$ cat src/rtl/sdram2_port_arb.sv
// Purpose : shares one sdram2 port among NCLI clients, one access per 16-cycle slot frame, round-robin.
// Latency : grant at fc 14, port sampled at fc 15, ack/read data at fc RD_CNT of the next frame (12..27 clk).
// Backpr. : clients hold cli_req (level) until cli_ack; requests wait for the next fc 14 with the FSM idle.
//
// Ports
//   clk, rst_n      SDRAM clock (shared with sdram2), async active-low reset
//   sync            sdram2 sync; a falling edge realigns the frame counter to 7
//   cli_req/we      per-client request level and write flag
//   cli_be          per-client byte enables, 2 bits each ([1]=upper, [0]=lower)
//   cli_addr/din    per-client word address [20:1] (20 bits) and write data (16 bits)
//   cli_ack         one-cycle completion pulse, one bit per client
//   cli_dout        read longword, shared by all clients, valid with cli_ack
//   busy            an access is granted and not yet acked
//   port_*          sdram2 port x: addr_x0/addr_x1, din_x, wr_x, rd_x, dout_x0

module sdram2_port_arb #(
    parameter int NCLI   = 3,
    parameter int RD_CNT = 10
) (
    input  logic                 clk,
    input  logic                 rst_n,
    input  logic                 sync,
    input  logic [NCLI-1:0]      cli_req,
    input  logic [NCLI-1:0]      cli_we,
    input  logic [2*NCLI-1:0]    cli_be,
    input  logic [20*NCLI-1:0]   cli_addr,
    input  logic [16*NCLI-1:0]   cli_din,
    output logic [NCLI-1:0]      cli_ack,
    output logic [31:0]          cli_dout,
    output logic                 busy,
    output logic [19:0]          port_addr0,
    output logic [19:0]          port_addr1,
    output logic [15:0]          port_din,
    output logic [1:0]           port_wr,
    output logic                 port_rd,
    input  logic [31:0]          port_dout0
);

    localparam int         GW    = (NCLI > 1) ? $clog2(NCLI) : 1;
    localparam logic [3:0] RD_FC = 4'(RD_CNT);
    localparam logic [3:0] GRANT_FC = 4'd14;

    typedef enum logic [1:0] {
        ST_IDLE,
        ST_ISSUE,
        ST_WAIT
    } state_t;

    // Per-client views of the flattened request buses.
    logic [19:0] addr_arr [NCLI];
    logic [15:0] din_arr  [NCLI];
    logic [1:0]  be_arr   [NCLI];

    for (genvar i = 0; i < NCLI; i++) begin : g_unpack
        assign addr_arr[i] = cli_addr[20*i +: 20];
        assign din_arr[i]  = cli_din[16*i +: 16];
        assign be_arr[i]   = cli_be[2*i +: 2];
    end

    // Registered state
    state_t          state_q, state_d;
    logic [3:0]      fc_q, fc_d;
    logic            sync_old_q;
    logic [GW-1:0]   g_q, g_d;
    logic [GW-1:0]   rr_q, rr_d;
    logic            op_rd_q, op_rd_d;
    logic [19:0]     addr_q, addr_d;
    logic [15:0]     din_q, din_d;
    logic [1:0]      wr_q, wr_d;
    logic            rd_q, rd_d;
    logic            busy_q, busy_d;
    logic [NCLI-1:0] ack_q, ack_d;
    logic [31:0]     dout_q, dout_d;

    // Client index base+k, wrapped explicitly so non-power-of-2 NCLI never
    // produces an index past the last client.
    function automatic logic [GW-1:0] wrap_add(input logic [GW-1:0] base, input int k);
        int s;
        s = int'(base) + k;
        if (s >= NCLI) begin
            s = s - NCLI;
        end
        return GW'(s);
    endfunction

    // Round-robin pick: first requester at or after rr.
    logic          pick_vld;
    logic [GW-1:0] pick_idx;

    always_comb begin
        pick_vld = 1'b0;
        pick_idx = '0;
        for (int k = 0; k < NCLI; k++) begin
            if (!pick_vld && cli_req[wrap_add(rr_q, k)]) begin
                pick_vld = 1'b1;
                pick_idx = wrap_add(rr_q, k);
            end
        end
    end

    // Frame counter follows sdram2: a falling edge of sync forces slot 7.
    always_comb begin
        fc_d = fc_q + 4'd1;
        if (sync_old_q && !sync) begin
            fc_d = 4'd7;
        end
    end

    // Next-state and next-output logic.
    always_comb begin
        state_d = state_q;
        g_d     = g_q;
        rr_d    = rr_q;
        op_rd_d = op_rd_q;
        addr_d  = addr_q;
        din_d   = din_q;
        wr_d    = wr_q;
        rd_d    = rd_q;
        busy_d  = busy_q;
        ack_d   = '0;
        dout_d  = dout_q;

        case (state_q)
            ST_IDLE: begin
                if (fc_q == GRANT_FC && pick_vld) begin
                    g_d     = pick_idx;
                    op_rd_d = !cli_we[pick_idx];
                    addr_d  = addr_arr[pick_idx];
                    din_d   = din_arr[pick_idx];
                    // A write with no byte enables degenerates into a refresh slot.
                    wr_d    = be_arr[pick_idx] & {2{cli_we[pick_idx]}};
                    rd_d    = !cli_we[pick_idx];
                    busy_d  = 1'b1;
                    state_d = ST_ISSUE;
                end
            end
            ST_ISSUE: begin
                // fc 0 only follows a real fc 15, so a realignment that skips
                // 15 keeps the command on the port until the next sample.
                if (fc_q == 4'd0) begin
                    wr_d    = 2'b00;
                    rd_d    = 1'b0;
                    state_d = ST_WAIT;
                end
            end
            ST_WAIT: begin
                if (fc_q == RD_FC) begin
                    if (op_rd_q) begin
                        dout_d = port_dout0;
                    end
                    ack_d[g_q] = 1'b1;
                    busy_d     = 1'b0;
                    rr_d       = wrap_add(g_q, 1);
                    state_d    = ST_IDLE;
                end
            end
            default: begin
                state_d = ST_IDLE;
            end
        endcase
    end

    always_ff @(posedge clk or negedge rst_n) begin
        if (!rst_n) begin
            state_q    <= ST_IDLE;
            fc_q       <= 4'd0;
            sync_old_q <= 1'b0;
            g_q        <= '0;
            rr_q       <= '0;
            op_rd_q    <= 1'b0;
            addr_q     <= '0;
            din_q      <= '0;
            wr_q       <= 2'b00;
            rd_q       <= 1'b0;
            busy_q     <= 1'b0;
            ack_q      <= '0;
            dout_q     <= '0;
        end else begin
            state_q    <= state_d;
            fc_q       <= fc_d;
            sync_old_q <= sync;
            g_q        <= g_d;
            rr_q       <= rr_d;
            op_rd_q    <= op_rd_d;
            addr_q     <= addr_d;
            din_q      <= din_d;
            wr_q       <= wr_d;
            rd_q       <= rd_d;
            busy_q     <= busy_d;
            ack_q      <= ack_d;
            dout_q     <= dout_d;
        end
    end

    assign cli_ack    = ack_q;
    assign cli_dout   = dout_q;
    assign busy       = busy_q;
    assign port_addr0 = addr_q;
    assign port_addr1 = addr_q;
    assign port_din   = din_q;
    assign port_wr    = wr_q;
    assign port_rd    = rd_q;

endmodule

$ cat config.mk
export PLATFORM = sky130hd
export DESIGN_NAME = sdram2_port_arb
export DESIGN_NICKNAME = d
export VERILOG_FILES = /design/src/rtl/sdram2_port_arb.sv
export SDC_FILE = /design/constraint.sdc
export NUM_CORES = 1
export LEC_CHECK = 0
export ABC_AREA = 0
export CAP_MARGIN = 20
export CORE_AREA = 4 4 134 111
export CTS_CLUSTER_DIAMETER = 120
export DETAILED_ROUTE_END_ITERATION = 10
export DIE_AREA = 0 0 138 115
export GPL_ROUTABILITY_DRIVEN = 0
export PLACE_DENSITY = 0.83
export SLEW_MARGIN = 20
export SYNTH_ARGS = -nofsm -noshare
export SYNTH_HDL_FRONTEND = slang
export SYNTH_SLANG_ARGS = --single-unit
export TNS_END_PERCENT = 5
$ cat constraint.sdc
create_clock -name clk -period 2.5 [get_ports clk]
set_clock_uncertainty 0.1 [all_clocks]
set_input_delay 0.75 -clock clk [delete_from_list [all_inputs] [get_ports clk]]
set_output_delay 0.75 -clock clk [all_outputs]
set_load 0.05 [all_outputs]
# ---- After elaboration in Yosys (flattened, before gate mapping)
# Index checks and enable logic that the tools add are counted.
dict set report classes {
  n_addsub 8
  n_lt_le_gt_ge 11
  eq_ne 7
  muxes 45
  bitwise_logic 2
  n_reduce_logical 19
}
# cell n
set ops {}
lappend ops {{binary-select mux 20 bit (select 2 bit)} 1}
lappend ops {{two-way mux 20 bit} 2}
lappend ops {{binary-select mux 16 bit (select 2 bit)} 1}
lappend ops {{two-way mux 16 bit} 2}
lappend ops {{two-way mux 2 bit} 14}
lappend ops {{less-than comparator 2 x 3 -> 1 bit (second input constant)} 5}
lappend ops {{two-way mux 1 bit} 12}
lappend ops {{AND reduction 3 bit} 4}
lappend ops {{greater-or-equal comparator 3 x 2 -> 1 bit (second input constant)} 3}
lappend ops {{binary-select mux 1 bit (select 2 bit)} 4}
lappend ops {{equality test 4 bit (second input constant)} 2}
lappend ops {{subtractor 2 bit (second input constant)} 4}
lappend ops {{adder 2 x 1 -> 3 bit (second input constant)} 2}
lappend ops {{two-way mux 3 bit} 2}
lappend ops {{!= test 2 bit (second input constant)} 3}
lappend ops {{case mux 2 bit (3 select lines)} 1}
lappend ops {{logical AND 1 bit} 5}
lappend ops {{adder 4 x 1 -> 4 bit (second input constant)} 1}
lappend ops {{binary-select mux 2 bit (select 2 bit)} 1}
lappend ops {{zero test 1 bit} 4}
lappend ops {{zero test 4 bit} 1}
lappend ops {{two-way mux 4 bit} 1}
lappend ops {{case mux 1 bit (2 select lines)} 2}
lappend ops {{case mux 2 bit (2 select lines)} 1}
lappend ops {{other kinds (12)} 14}
dict set report word_totals {
  reg_bits 87
  in_bits 155
  out_inout_bits 95
  elab_cells 105
}

# ---- Longest topological paths before layout
# Gate-level depths: netlist of the first run.
dict set report logic_depth {
  depth_word 18
  depth_mapped 11
  ltp_nobuf 8
}

# ---- Worst setup path before layout of the first run
# Ideal clock, no wire load.
dict set report synth_path {
  kind {flip-flop to flip-flop}
  start {register rr_q[1]}
  end {register addr_q[0] (netlist: port_addr0[0])}
  setup_ps 135
  t_arrival_ps 2146
  required_time_ps 2265
  slack_ps 120
  stages_incl_launch_ff 12
  n_path_buf 3
  synth_period_minus_slack_ps 2380
  path_cell_list {dfrtp_1 inv_1 ha_1 buf_6 mux2i_2 o22ai_2 o211a_1 or2_1 buf_4 buf_6 a211oi_2 o31ai_1}
}
dict set report synth_between {
  elab_chain_len 15
  elab_cells_between_ends 33
  classes_between {add/sub: 5; order compare: 3; mux: 18; bitwise: 1; reduce/logical: 6}
}
# item line
set synth_lines {}
lappend synth_lines {{start, declared} 65} ;# logic [GW-1:0] rr_q, rr_d;
lappend synth_lines {{start signal, assigned} 183} ;# rr_q <= rr_d;
lappend synth_lines {{parallel branches: the longest is 15 deep, another holds adder 2 x 1 -> 3 bit} n/a}
lappend synth_lines {{end signal, assigned} 185} ;# addr_q <= addr_d;
lappend synth_lines {{end, declared} 67} ;# logic [19:0] addr_q, addr_d;
# Several ways; the timed one is not identified. The select of a mux whose other input is x is not followed.
# A chain may end at the register's enable or synchronous reset.

# ---- Worst setup path after layout of the first run
dict set report layout_path {
  start {register rr_q[1]}
  end {register wr_q[0] (netlist: port_wr[0])}
}
dict set report layout_between {
  elab_chain_len 18
  elab_cells_between_ends 39
  classes_between {add/sub: 5; order compare: 3; eq/ne: 1; mux: 22; bitwise: 2; reduce/logical: 6}
}
# item line
set layout_lines {}
lappend layout_lines {{parallel branches: the longest is 18 deep, another holds adder 2 x 1 -> 3 bit} n/a}
lappend layout_lines {{end signal, assigned} 187} ;# wr_q <= wr_d;
lappend layout_lines {{end, declared} 69} ;# logic [1:0] wr_q, wr_d;
# Several ways; the timed one is not identified. The select of a mux whose other input is x is not followed.

==> results of run 1 <==
-- how the worst min path moves through the flow --
stage / start / cells after the start / to
after floorplan: rst_n / 0 / busy$_DFFE_PN0P_
after global placement: port_din[6]$_DFFE_PN0P_ / 2 / port_din[6]$_DFFE_PN0P_
after detailed placement: port_din[6]$_DFFE_PN0P_ / 2 / port_din[6]$_DFFE_PN0P_
after CTS: rst_n / 1 / cli_dout[13]$_DFFE_PN0P_
after global routing: rst_n / 1 / cli_dout[18]$_DFFE_PN0P_
final: rst_n / 1 / cli_dout[18]$_DFFE_PN0P_
-- Yosys cell counts (9+ instances only) --
| master | n |
|---|---|
| inv_1 | 11 |
| nor2_1 | 48 |
| nand2b_1 | 9 |
| o31ai_1 | 37 |
| mux2_2 | 32 |
| a211oi_2 | 30 |
| ha_1 | 11 |
| clkbuf_1 | 13 |
| buf_4 | 25 |
| nand2_1 | 46 |
| a21boi_1 | 21 |
| dfrtp_1 | 87 |
| a21boi_0 | 16 |
-- logic make-up after synthesis --
| logic type | after synthesis | synth area share, % |
|---|---|---|
| buffers and inverters | 65 | 7.690 |
| DFF | 87 | 44.31 |
| adders and majority gates | 11 | 2.801 |
| AOI/OAI and AO/OA | 139 | 25.01 |
| muxes | 37 | 8.607 |
| xor gates and xnor gates | 2 | 0.3566 |
| and+or+nand+nor | 124 | 11.23 |
-- routing by layer --
metal  routed length (um)  vias up  track usage [%]  share of wire (%)
li1                     -     2181                -                  -
met5                    0        -                0                  0
met3                 1128       22            5.530                6.2
met1                 7625     2312            25.29                 42
met2                 9217      237            36.09                 50
met4                  280        0            6.188                1.5
-- cell type report --
| class | count | area, um^2 |
|---|---|---|
| clock buffers | 10 | 239.0 |
| clock inverters | 6 | 51.30 |
| fillers | 1019 | 4888 |
| inverters | 12 | 45.04 |
| multi-input cells | 313 | 2584 |
| flip-flops and latches | 87 | 2178 |
| well taps | 180 | 225.2 |
| repair buffers | 305 | 3197 |
-- stage by stage --
step | worst slack [ns] | total power (uW) | cell area, um^2 | setup TNS [ns]
after CTS | -0.004754 | 10390 | 8178 | -0.01756
final | -0.07522 | 10870 | 8519 | -0.5588
after detailed placement | -0.6285 | 8691 | 7639 | -22.36
after global placement | -0.5198 | 8525 | 7639 | -18.50
after floorplan | 0.1196 | 6585 | 4913 | 0
after global routing | -0.1692 | 11320 | 8519 | -4.149
-- where the power goes --
part | switching [uW] | internal (uW) | total [uW]
logic | 4310 | 2860 | 7170
clock network | 588 | 713 | 1300
registers | 411 | 1980 | 2400
-- cell usage in the layout, fill, tap and decap left out, types with 4 or more instances in the layout --
cell / instances
clkdlybuf4s50_1: 243
dfrtp_1: 86
nand2_1: 45
nor2_1: 39
a211oi_2: 33
buf_4: 33
o31ai_1: 32
mux2_2: 32
a21boi_1: 24
clkbuf_16: 14
a21boi_0: 13
buf_12: 11
inv_1: 9
nand2b_1: 8
ha_1: 8
nor2_2: 7
buf_6: 7
o31ai_2: 5
o21ai_0: 5
and2_1: 4
-- registers in the layout, summed over array words and instances, names as in the netlist, 2 cells and up --
name / cells
cli_dout: 32
cli_ack: 3
port_addr0: 20
state_q: 2
port_din: 16
g_q: 2
port_wr: 2
rr_q: 2
fc_q: 4
-- timing repair --
action,4_1_cts,5_1_grt
cloned,3,7
pin swaps,12,20
setup endpoints to repair,40,40
gates resized for setup,27,38
buffers inserted,11,4
-- critical path, cell delays in order, from the launching register on --
cell	delay, ns
dfrtp_1	0.41
buf_6	0.14
ha_4	0.26
nand3b_1	0.20
o41ai_4	0.14
o211a_1	0.25
buf_6	0.12
buf_6	0.11
nor2_4	0.11
buf_12	0.14
buf_6	0.09
o211ai_1	0.12
a32o_1	0.28
==> impl_results.md, run 1 <==
* Outcome: finished with violations
* Failing checks: setup timing
* Port Buffer Count at roughly 250
* Cell variety after synth at 50
* Crit-path max FO at 7
* Critical Path RT at approximately 2.6 ns
* Setup violators final at 21
* # DRC at 0
* Max_cap viols at 0
* Die area at between 0.015 and 0.02 mm^2
* Die width at 138 um
* Detailed Routing Iterations Pass 1 at 5
* Initial antenna violation count at 0
* Fin Hold WS at around 0.31 ns
* Post-layout util at approximately 64%
* Most used DFF post-synth: dfrtp_1
* Worst Hold Class: input pin to asynchronous set/reset pin
* Overflow after GRT at 0
* Reg-to-reg endpoint: port_wr[0]$_DFFE_PN0P_
* Warnings from Yosys at 0
* # diodes at 0
* Largest area contributor in the netlist: dfrtp_1
* Detailed Route WL at around 18 mm
* Worst setup margin at -0.07522 ns
* RSZ-0062 raised after global routing: yes
* Num CTS Buffers at 9
* Initial DRC Count at about 250
* Drt wl/cell at about 20 um
* R2r startpoint: rr_q[1]$_DFFE_PN0P_
* Syn nets at between 600 and 700
* First-pass GRT wire length at about 26 mm
* Core area at about 0.013 mm^2
* Synthesized area per cell at 10.57 um^2
* Share of cells above drive strength 1 at 24.83%
* Post-synth EDFFs at 0
* Clock latency on the worst-skew pair at between 0.3 and 0.4 ns
* Largest net degree at the start of global routing at 47
* Final Cycle Share at 103.0%
* Final HPWL DP at 12.35 mm
* IO Pins at 250
* Slew Viols, Final at 0
* Setup crit end kind: flip-flop
* Top cells by area, synth: dfrtp_1, a211oi_2, mux2_2, o31ai_1, buf_4
* Setup crit start: rr_q[1]$_DFFE_PN0P_
* Num rows at 38
* Clk root buf: clkbuf_16
* Worst setup path end: port_wr[0]$_DFFE_PN0P_
* Post-synth top area share at 44.31%
* Synth Instances at 465
* R2R depth at 12
* Max_slew headroom at around three fifths
* Register-to-register setup slack at -0.08 ns
* Overall routing resource usage at roughly a fifth
* Hold Fails Final Rpt at 0
* CP Launch Type: flip-flop
* Vias in the first global route at ~5000
* Routed vias at 4752
* WS Path Type: flip-flop to flip-flop
* Pwr Density at around 1300 mW/mm^2
* Pin slew with the least headroom to its limit at 0.6040 ns
* Fmax at roughly 390 MHz
* Worst-path clk slew at around 0.070 ns
* Placed insts at 873
* Layout Nets at ~900
* Area growth syn-to-layout at 73.39%
* Sink Count at 87
* Via/cell ratio at 5.205
* CTS tree: yes
* FFs w/ async S/R, synth at 100.0%
* Die Ht at ~120 um
* Clock buffer depth at 2
* FF+latch count, synth at 87
* # H-tree levels at 3
* Cts-stage hold buffer count at 0
* Sequential-to-total area share from yosys stat at about 44%
* Starting Density at ~37%
* Tmin final at approximately 2.6 ns
* Non-filler instance count after layout at slightly above 900
* Routed Antenna Nets at 0
* Netlist Area Pre-Place at 0.004913 mm^2
* Maximum vdd ir drop at slightly below 0.001 V
* Leakage at 0.003499 uW
* Arr. time, crit path at 2.71 ns
No activity file was read; power rests on OpenSTA's default activity.
==> inputs of run 2 (changes only) <==
--- a/config.mk
+++ b/config.mk
@@ -8,10 +8,10 @@
 export ABC_AREA = 0
 export CAP_MARGIN = 20
-export CORE_AREA = 4 4 134 111
+export CORE_AREA = 4 4 124 102
 export CTS_CLUSTER_DIAMETER = 120
 export DETAILED_ROUTE_END_ITERATION = 10
-export DIE_AREA = 0 0 138 115
-export GPL_ROUTABILITY_DRIVEN = 0
-export PLACE_DENSITY = 0.83
+export DIE_AREA = 0 0 128 106
+export GPL_ROUTABILITY_DRIVEN = 1
+export PLACE_DENSITY = 0.92
 export SLEW_MARGIN = 20
 export SYNTH_ARGS = -nofsm -noshare
==> constraint.sdc (replaced) <==
create_clock -name clk -period 3.1 [get_ports clk]
set_clock_uncertainty 0.1 [all_clocks]
set_input_delay 0.62 -clock clk [delete_from_list [all_inputs] [get_ports clk]]
set_output_delay 0.62 -clock clk [all_outputs]
set_load 0.05 [all_outputs]
==> impl_results.md, run 2 (synthesis results as in run 1) <==
* Outcome: finished, final reports clean
* Overflow after GRT at 0 (unchanged)
* Clock buffer depth at 2 (unchanged)
* Final Cycle Share at 93.38% (-9.6 points)
* Vias in the first global route at 4571 (-8.0%)
* Largest net degree at the start of global routing at 88 (+87%)
* Critical Path RT at 3.22 ns (+0.59 ns)
* # diodes at 0 (unchanged)
* Max reg flops at 32 (unchanged)
* Via/cell ratio at 5.370 (+3.2%)
* Commonest non-fill, non-tap cell in the layout: clkdlybuf4s50_1
* Leakage at 0.003180 uW (-9.1%)
* Detailed Routing Iterations Pass 1 at 4 (-1)
* Layout Nets at 850 (-4.9%)
* Die width at 128 um (-7.2%)
* Max_slew headroom at 48.09% (-12 points)
* Post-DP Area at 0.007453 mm^2 (-2.4%)
* Setup crit end kind: flip-flop
* Setup violators final at 0 (-100%)
* Most frequent cells in the layout: clkdlybuf4s50_1, dfrtp_1, nor2_1
* Share of cells above drive strength 1 at 15.09% (-9.7 points)
* R2R depth at 9 (-3)
* Arr. time, crit path at 3.01 ns (+0.30 ns)
* Register-to-register setup slack at 0.21 ns (+0.28 ns)
* CTS tree: yes
* Max stage delay on crit path at 0.44 ns (+0.03 ns)
* TNS Setup at 0 ns (+0.5588 ns)
* Top delay family on crit path: compound AO/OA/AOI/OAI gates
* CP Cell Sequence: inv_1, ha_1, mux2i_2, o22ai_2, o211a_1, or2_2, buf_12, a211oi_1, o31ai_1
* Final HPWL DP at 11.72 mm (-5.1%)
* Overall routing resource usage at 22.08% (+1.4 points)
* Non-filler instance count after layout at 837 (-8.3%)
* Crit-path max FO at 25 (+18)
* Tmin final at 2.895 ns (+0.3197 ns)
* Fillers at 819 (-20%)
* Drt wl/cell at 18.43 um (-7.8%)
* Fmax at 345.4 MHz (-11%)
* Worst Hold Class: input pin to asynchronous set/reset pin
* Pwr Density at 1026 mW/mm^2 (-20%)
* CP max-delay cell: ha_1
* Starting Density at 43.15% (+6.5 points)
* Initial DRC Count at 266 (+7.3%)
* # H-tree levels at 3 (unchanged)
* Num rows at 35 (-7.9%)
* Core area at 0.01139 mm^2 (-15%)
* Clock latency on the worst-skew pair at 0.33 ns (about the same)
* Cts-stage hold buffer count at 0 (unchanged)
* Hold Fails Final Rpt at 0 (unchanged)
* Initial antenna violation count at 0 (unchanged)
* CP Launch Type: flip-flop
* Placed insts at 821 (-6.0%)
* IO Pins at 250 (unchanged)
* Area growth syn-to-layout at 57.83%
* Num CTS Buffers at 9 (unchanged)
* Pin slew with the least headroom to its limit at 0.7787 ns (+0.1747 ns)
* Slew Viols, Final at 0 (unchanged)
* Buf/Inv on CP at 2 (-3)
* Post-layout util at 68.11% (+4.6 points)
* R2r startpoint: rr_q[1]$_DFFE_PN0P_
* Design area at 0.007755 mm^2 (-9.0%)
* Worst-path clk slew at 0.07 ns (about the same)
* Port Buffer Count at 249 (unchanged)
* Routed vias at 4495 (-5.4%)
* Post-CTS sizing at 0 (-100%)
* Placer Congestion at between 0.8 and 0.9
* Die area at 0.01357 mm^2 (-15%)
* Critical path depth at 9 (-3)
* Detailed Route WL at 15.43 mm (-15%)
* Routed Antenna Nets at 0 (unchanged)
* Maximum vdd ir drop at 0.0005354 V (-45%)
* Reg-to-reg endpoint: port_addr0[10]$_DFFE_PN0P_
* Die Ht at 106 um (-7.8%)
* Sink Count at 87 (unchanged)
* Max_cap viols at 0 (unchanged)
* First-pass GRT wire length at 23.97 mm (-9.1%)
* WS Path Type: flip-flop to flip-flop
* Clk root buf: clkbuf_16
* # DRC at 0 (unchanged)
* RSZ-0062 raised after global routing: no
* Post-CTS setup buffers at 0 (-11)
==> run 2: changes by cell type in the layout (fill, tap and decap cells not counted), sizes merged <==
cell | before | now
dlygate4sd2 | 2 | 0
buf | 54 | 13
clkdlybuf4s50 | 243 | 248
inv | 14 | 16
clkbuf | 16 | 9
clkinv | 3 | 2
==> run 2: final cells by class <==
cell class / instances / area, um^2 / share of cell area [%]
sequential: 87 / 2177 / 28.07
clock inverter: 7 / 72.57 / 0.9358
clock buffer: 9 / 225.2 / 2.904
inverter: 12 / 45.04 / 0.5808
timing repair buffer: 261 / 2684 / 34.61
tap: 148 / 185.2 / 2.388
multi-input combinational: 313 / 2366 / 30.51
==> run 2: metrics by stage <==
stage	power [uW]	hold WS, ns	setup WS, ns
floorplan	5310	0.2244	0.7196
CTS	8013	0.3867	0.2227
global placement	6779	0.3613	0.1601
global route	8332	0.3058	0.06152
detailed placement	6919	0.3661	0.06741
finish	7957	0.2520	0.2051
==> run 2: how the worst max path moves through the flow <==
stage | start | end | slack (ns)
2_1_floorplan | rr_q[1]$_DFFE_PN0P_ | port_addr0[0]$_DFFE_PN0P_ | 0.72
3_3_place_gp | cli_req[0] | port_addr0[9]$_DFFE_PN0P_ | 0.16
3_5_place_dp | cli_req[0] | port_addr0[10]$_DFFE_PN0P_ | 0.07
4_1_cts | rr_q[1]$_DFFE_PN0P_ | port_addr0[10]$_DFFE_PN0P_ | 0.22
5_1_grt | rr_q[1]$_DFFE_PN0P_ | port_addr0[10]$_DFFE_PN0P_ | 0.06
6_report | rr_q[1]$_DFFE_PN0P_ | port_addr0[10]$_DFFE_PN0P_ | 0.21
==> run 2: report_power, final <==
part	switching [uW]	internal (uW)
clock network	494	569
registers	313	1600
logic	3170	1810
total	3980	3980
==> run 2: layer usage <==
metal / routed length, um / track usage [%]
met1: 6274 / 27.51
met5: 0 / 0
met4: 375 / 7.273
met3: 967 / 4.319
met2: 7813 / 38.34
==> inputs of run 3 (changes only) <==
CORE_AREA = 4 4 122 101   (was 4 4 124 102)
CTS_BUF_LIST = sky130_fd_sc_hd__clkbuf_4 sky130_fd_sc_hd__clkbuf_8   (was not set)
DIE_AREA = 0 0 126 105   (was 0 0 128 106)
PLACE_DENSITY = not set   (was 0.92)
PLACE_DENSITY_LB_ADDON = 0.15   (was not set)
SETUP_SLACK_MARGIN = 0.5   (was not set)
==> impl_results.md, run 3 (synthesis results as in run 1) <==
* Overall routing resource usage at 23.00% (+0.92 points)
* Multi-input logic area at 0.002435 mm^2 (+2.9%)
* Final HPWL DP at 11.85 mm (+1.2%)
* Storage element area at 0.002180 mm^2 (+0.11%)
* Detailed Route WL at 15.59 mm (+1.0%)
* Via/cell ratio at 5.271 (-1.8%)
* Initial antenna violation count at 0 (unchanged)
* Setup crit end kind: flip-flop
* Final Power at 7705 uW (-3.2%)
* Drt wl/cell at 18.53 um (+0.53%)
* Worst Hold Class: input pin to asynchronous set/reset pin
* Arr. time, crit path at 2.63 ns (-0.38 ns)
* Port Buffer Count at 249 (unchanged)
* Commonest non-fill, non-tap cell in the layout: clkdlybuf4s50_1
* Fillers at 860 (+5.0%)
* Fin Hold WS at 0.1195 ns (-0.1325 ns)
* Placed insts at 822 (+0.12%)
* WS Path Type: flip-flop to flip-flop
* Sink Count at 87 (unchanged)
* # H-tree levels at 3 (unchanged)
* Crit-path max FO at 29 (+16%)
* Sequential power share at 24.8% (+0.8 points)
* Non-filler instance count after layout at 841 (+0.48%)
* Clk root buf: clkbuf_8
* Max_slew headroom at 60.99% (+13 points)
* CTS tree: yes
* Pwr Density at 994.3 mW/mm^2 (-3.1%)
* Critical Path RT at 3.23 ns (about the same)
* TNS Setup at 0 ns (unchanged)
* Setup violators final at 0 (unchanged)
* Initial DRC Count at 224 (-16%)
* Die width at 126 um (-1.6%)
* Pin slew with the least headroom to its limit at 0.5833 ns (-0.1954 ns)
* Tmin final at 2.494 ns (-0.4006 ns)
* Internal at 3795 uW (-4.7%)
* RSZ-0062 raised after global routing: yes
* Placer Congestion at 0.8366 (-2.5%)
* Clock buffer depth at 2 (unchanged)
* Hold Fails Final Rpt at 0 (unchanged)
* Switching pwr at 3911 uW (-1.6%)
* IO Pins at 250 (unchanged)
* Area growth syn-to-layout at 57.73% (about the same)
* Final Cycle Share at 80.46% (-13 points)
* First-pass GRT wire length at 24.37 mm (+1.7%)
* CP Launch Type: flip-flop
* # diodes at 0 (unchanged)
* Largest net degree at the start of global routing at 73 (-17%)
* Max reg flops at 32 (unchanged)
* Core area at 0.01121 mm^2 (-1.5%)
* Detailed Routing Iterations Pass 1 at 4 (unchanged)
* Max stage delay on crit path at 0.46 ns (+0.02 ns)
* Fmax at 400.9 MHz (+16%)
* Comb power frac at 65.8% (+3.2 points)
* Switching Share at 50.75% (+0.78 points)
* Overflow after GRT at 0 (unchanged)
* Most frequent cells in the layout: clkdlybuf4s50_1, dfrtp_1, nand2_1, nor2_1, o31ai_1
* # DRC at 0 (unchanged)
* Clock share of power at 9.5% (-3.8 points)
* Share of cells above drive strength 1 at 16.88% (+1.8 points)
* Outcome: finished, final reports clean
* Num rows at 35 (unchanged)
* Num CTS Buffers at 9 (unchanged)
* Vias in the first global route at 4532 (-0.85%)
* CP max-delay cell: dfrtp_2
* Routed vias at 4433 (-1.4%)
* Maximum vdd ir drop at 0.0005491 V (+2.6%)
* Worst-path clk slew at 0.09 ns (+0.02 ns)
* Die Ht at 105 um (-0.94%)
* Starting Density at 43.83% (+0.67 points)
* Slew Viols, Final at 0 (unchanged)
* CP Cell Sequence: inv_1, ha_4, nand3b_1, o41ai_4, o211a_1, or2_2, buf_12, a211oi_1, o31ai_1
* Die area at 0.01323 mm^2 (-2.5%)
* Layout Nets at 854 (+0.47%)
* Routed Antenna Nets at 0 (unchanged)
* Leakage at 0.003171 uW (-0.26%)
* Clock latency on the worst-skew pair at 0.35 ns (+0.02 ns)
* Max_cap viols at 0 (unchanged)
* Cts-stage hold buffer count at 0 (unchanged)
run 3: cell types whose count changed in the layout (fill, tap and decap cells not counted), sizes merged:
cell and delta:
clkbuf +2, inv -3, clkinvlp +2, clkdlybuf4s50 -3
buf +3, dlymetal6s2s +3
run 3: layout make-up:
| class | count | share of cell area [%] |
|---|---|---|
| repair buffers | 265 | 35.13 |
| multi-input cells | 313 | 31.42 |
| flip-flops and latches | 87 | 28.12 |
| well taps | 148 | 2.389 |
| clock buffers | 10 | 1.776 |
| clock inverters | 6 | 0.5812 |
| inverters | 12 | 0.5812 |
run 3: critical path, delay by kind of cell (launching register included):
family	cells	cell delay [ns]
AO/OA/AOI/OAI	4	0.71
AND/OR/NAND/NOR	2	0.52
flip-flops	1	0.46
buffers and inverters	2	0.32
adder cells (fa/ha/maj)	1	0.25
run 3: worst paths after layout:
path	from	to	slack (ns)	depth (start not counted)
worst max register to register	rr_q[0]$_DFFE_PN0P_	port_addr0[8]$_DFFE_PN0P_	0.61	9
min in group clk	port_din[8]$_DFFE_PN0P_	port_din[8]$_DFFE_PN0P_	0.38	2
worst max-delay path	rr_q[0]$_DFFE_PN0P_	port_addr0[8]$_DFFE_PN0P_	0.61	9
worst min-delay path	rst_n	cli_dout[29]$_DFFE_PN0P_	0.12	1
max in group asynchronous	rst_n	rr_q[1]$_DFFE_PN0P_	2.11	2
worst min register to register	port_din[8]$_DFFE_PN0P_	port_din[8]$_DFFE_PN0P_	0.38	2
run 3: stage by stage:
step | utilization (%) | cell area (um^2) | worst slack (ns)
global route | 69.13 | 7750 | 0.4494
finish | 69.13 | 7750 | 0.6057
global placement | 66.44 | 7448 | 0.2334
detailed placement | 66.44 | 7448 | 0.1008
CTS | 68.31 | 7659 | 0.5241
floorplan | - | 4913 | 0.7196
run 3: power groups by stage:
| stage | registers [uW] | logic (uW) | clock network [uW] |
|---|---|---|---|
| floorplan | 3360 | 1950 | 0 |
| global placement | 1900 | 4910 | 0 |
| detailed placement | 1930 | 4980 | 0 |
| CTS | 1910 | 5010 | 759 |
| global route | 1980 | 5320 | 817 |
| finish | 1910 | 5070 | 731 |
run 3: repair_timing:
action	CTS	global route
pin swaps	0	1
buffers inserted	1	1
setup endpoints to repair	40	35
gates cloned	0	1
gates resized for setup	5	12
run 3: layer usage:
metal / part of all wire, % / wire, um / vias up / track usage (%)
met4: 3.1 / 476 / 0 / 8.270
met2: 50 / 7824 / 189 / 38.53
met5: 0 / 0 / - / 0
met3: 6.7 / 1048 / 35 / 5.621
li1: - / - / 2086 / -
met1: 40 / 6236 / 2123 / 28.89
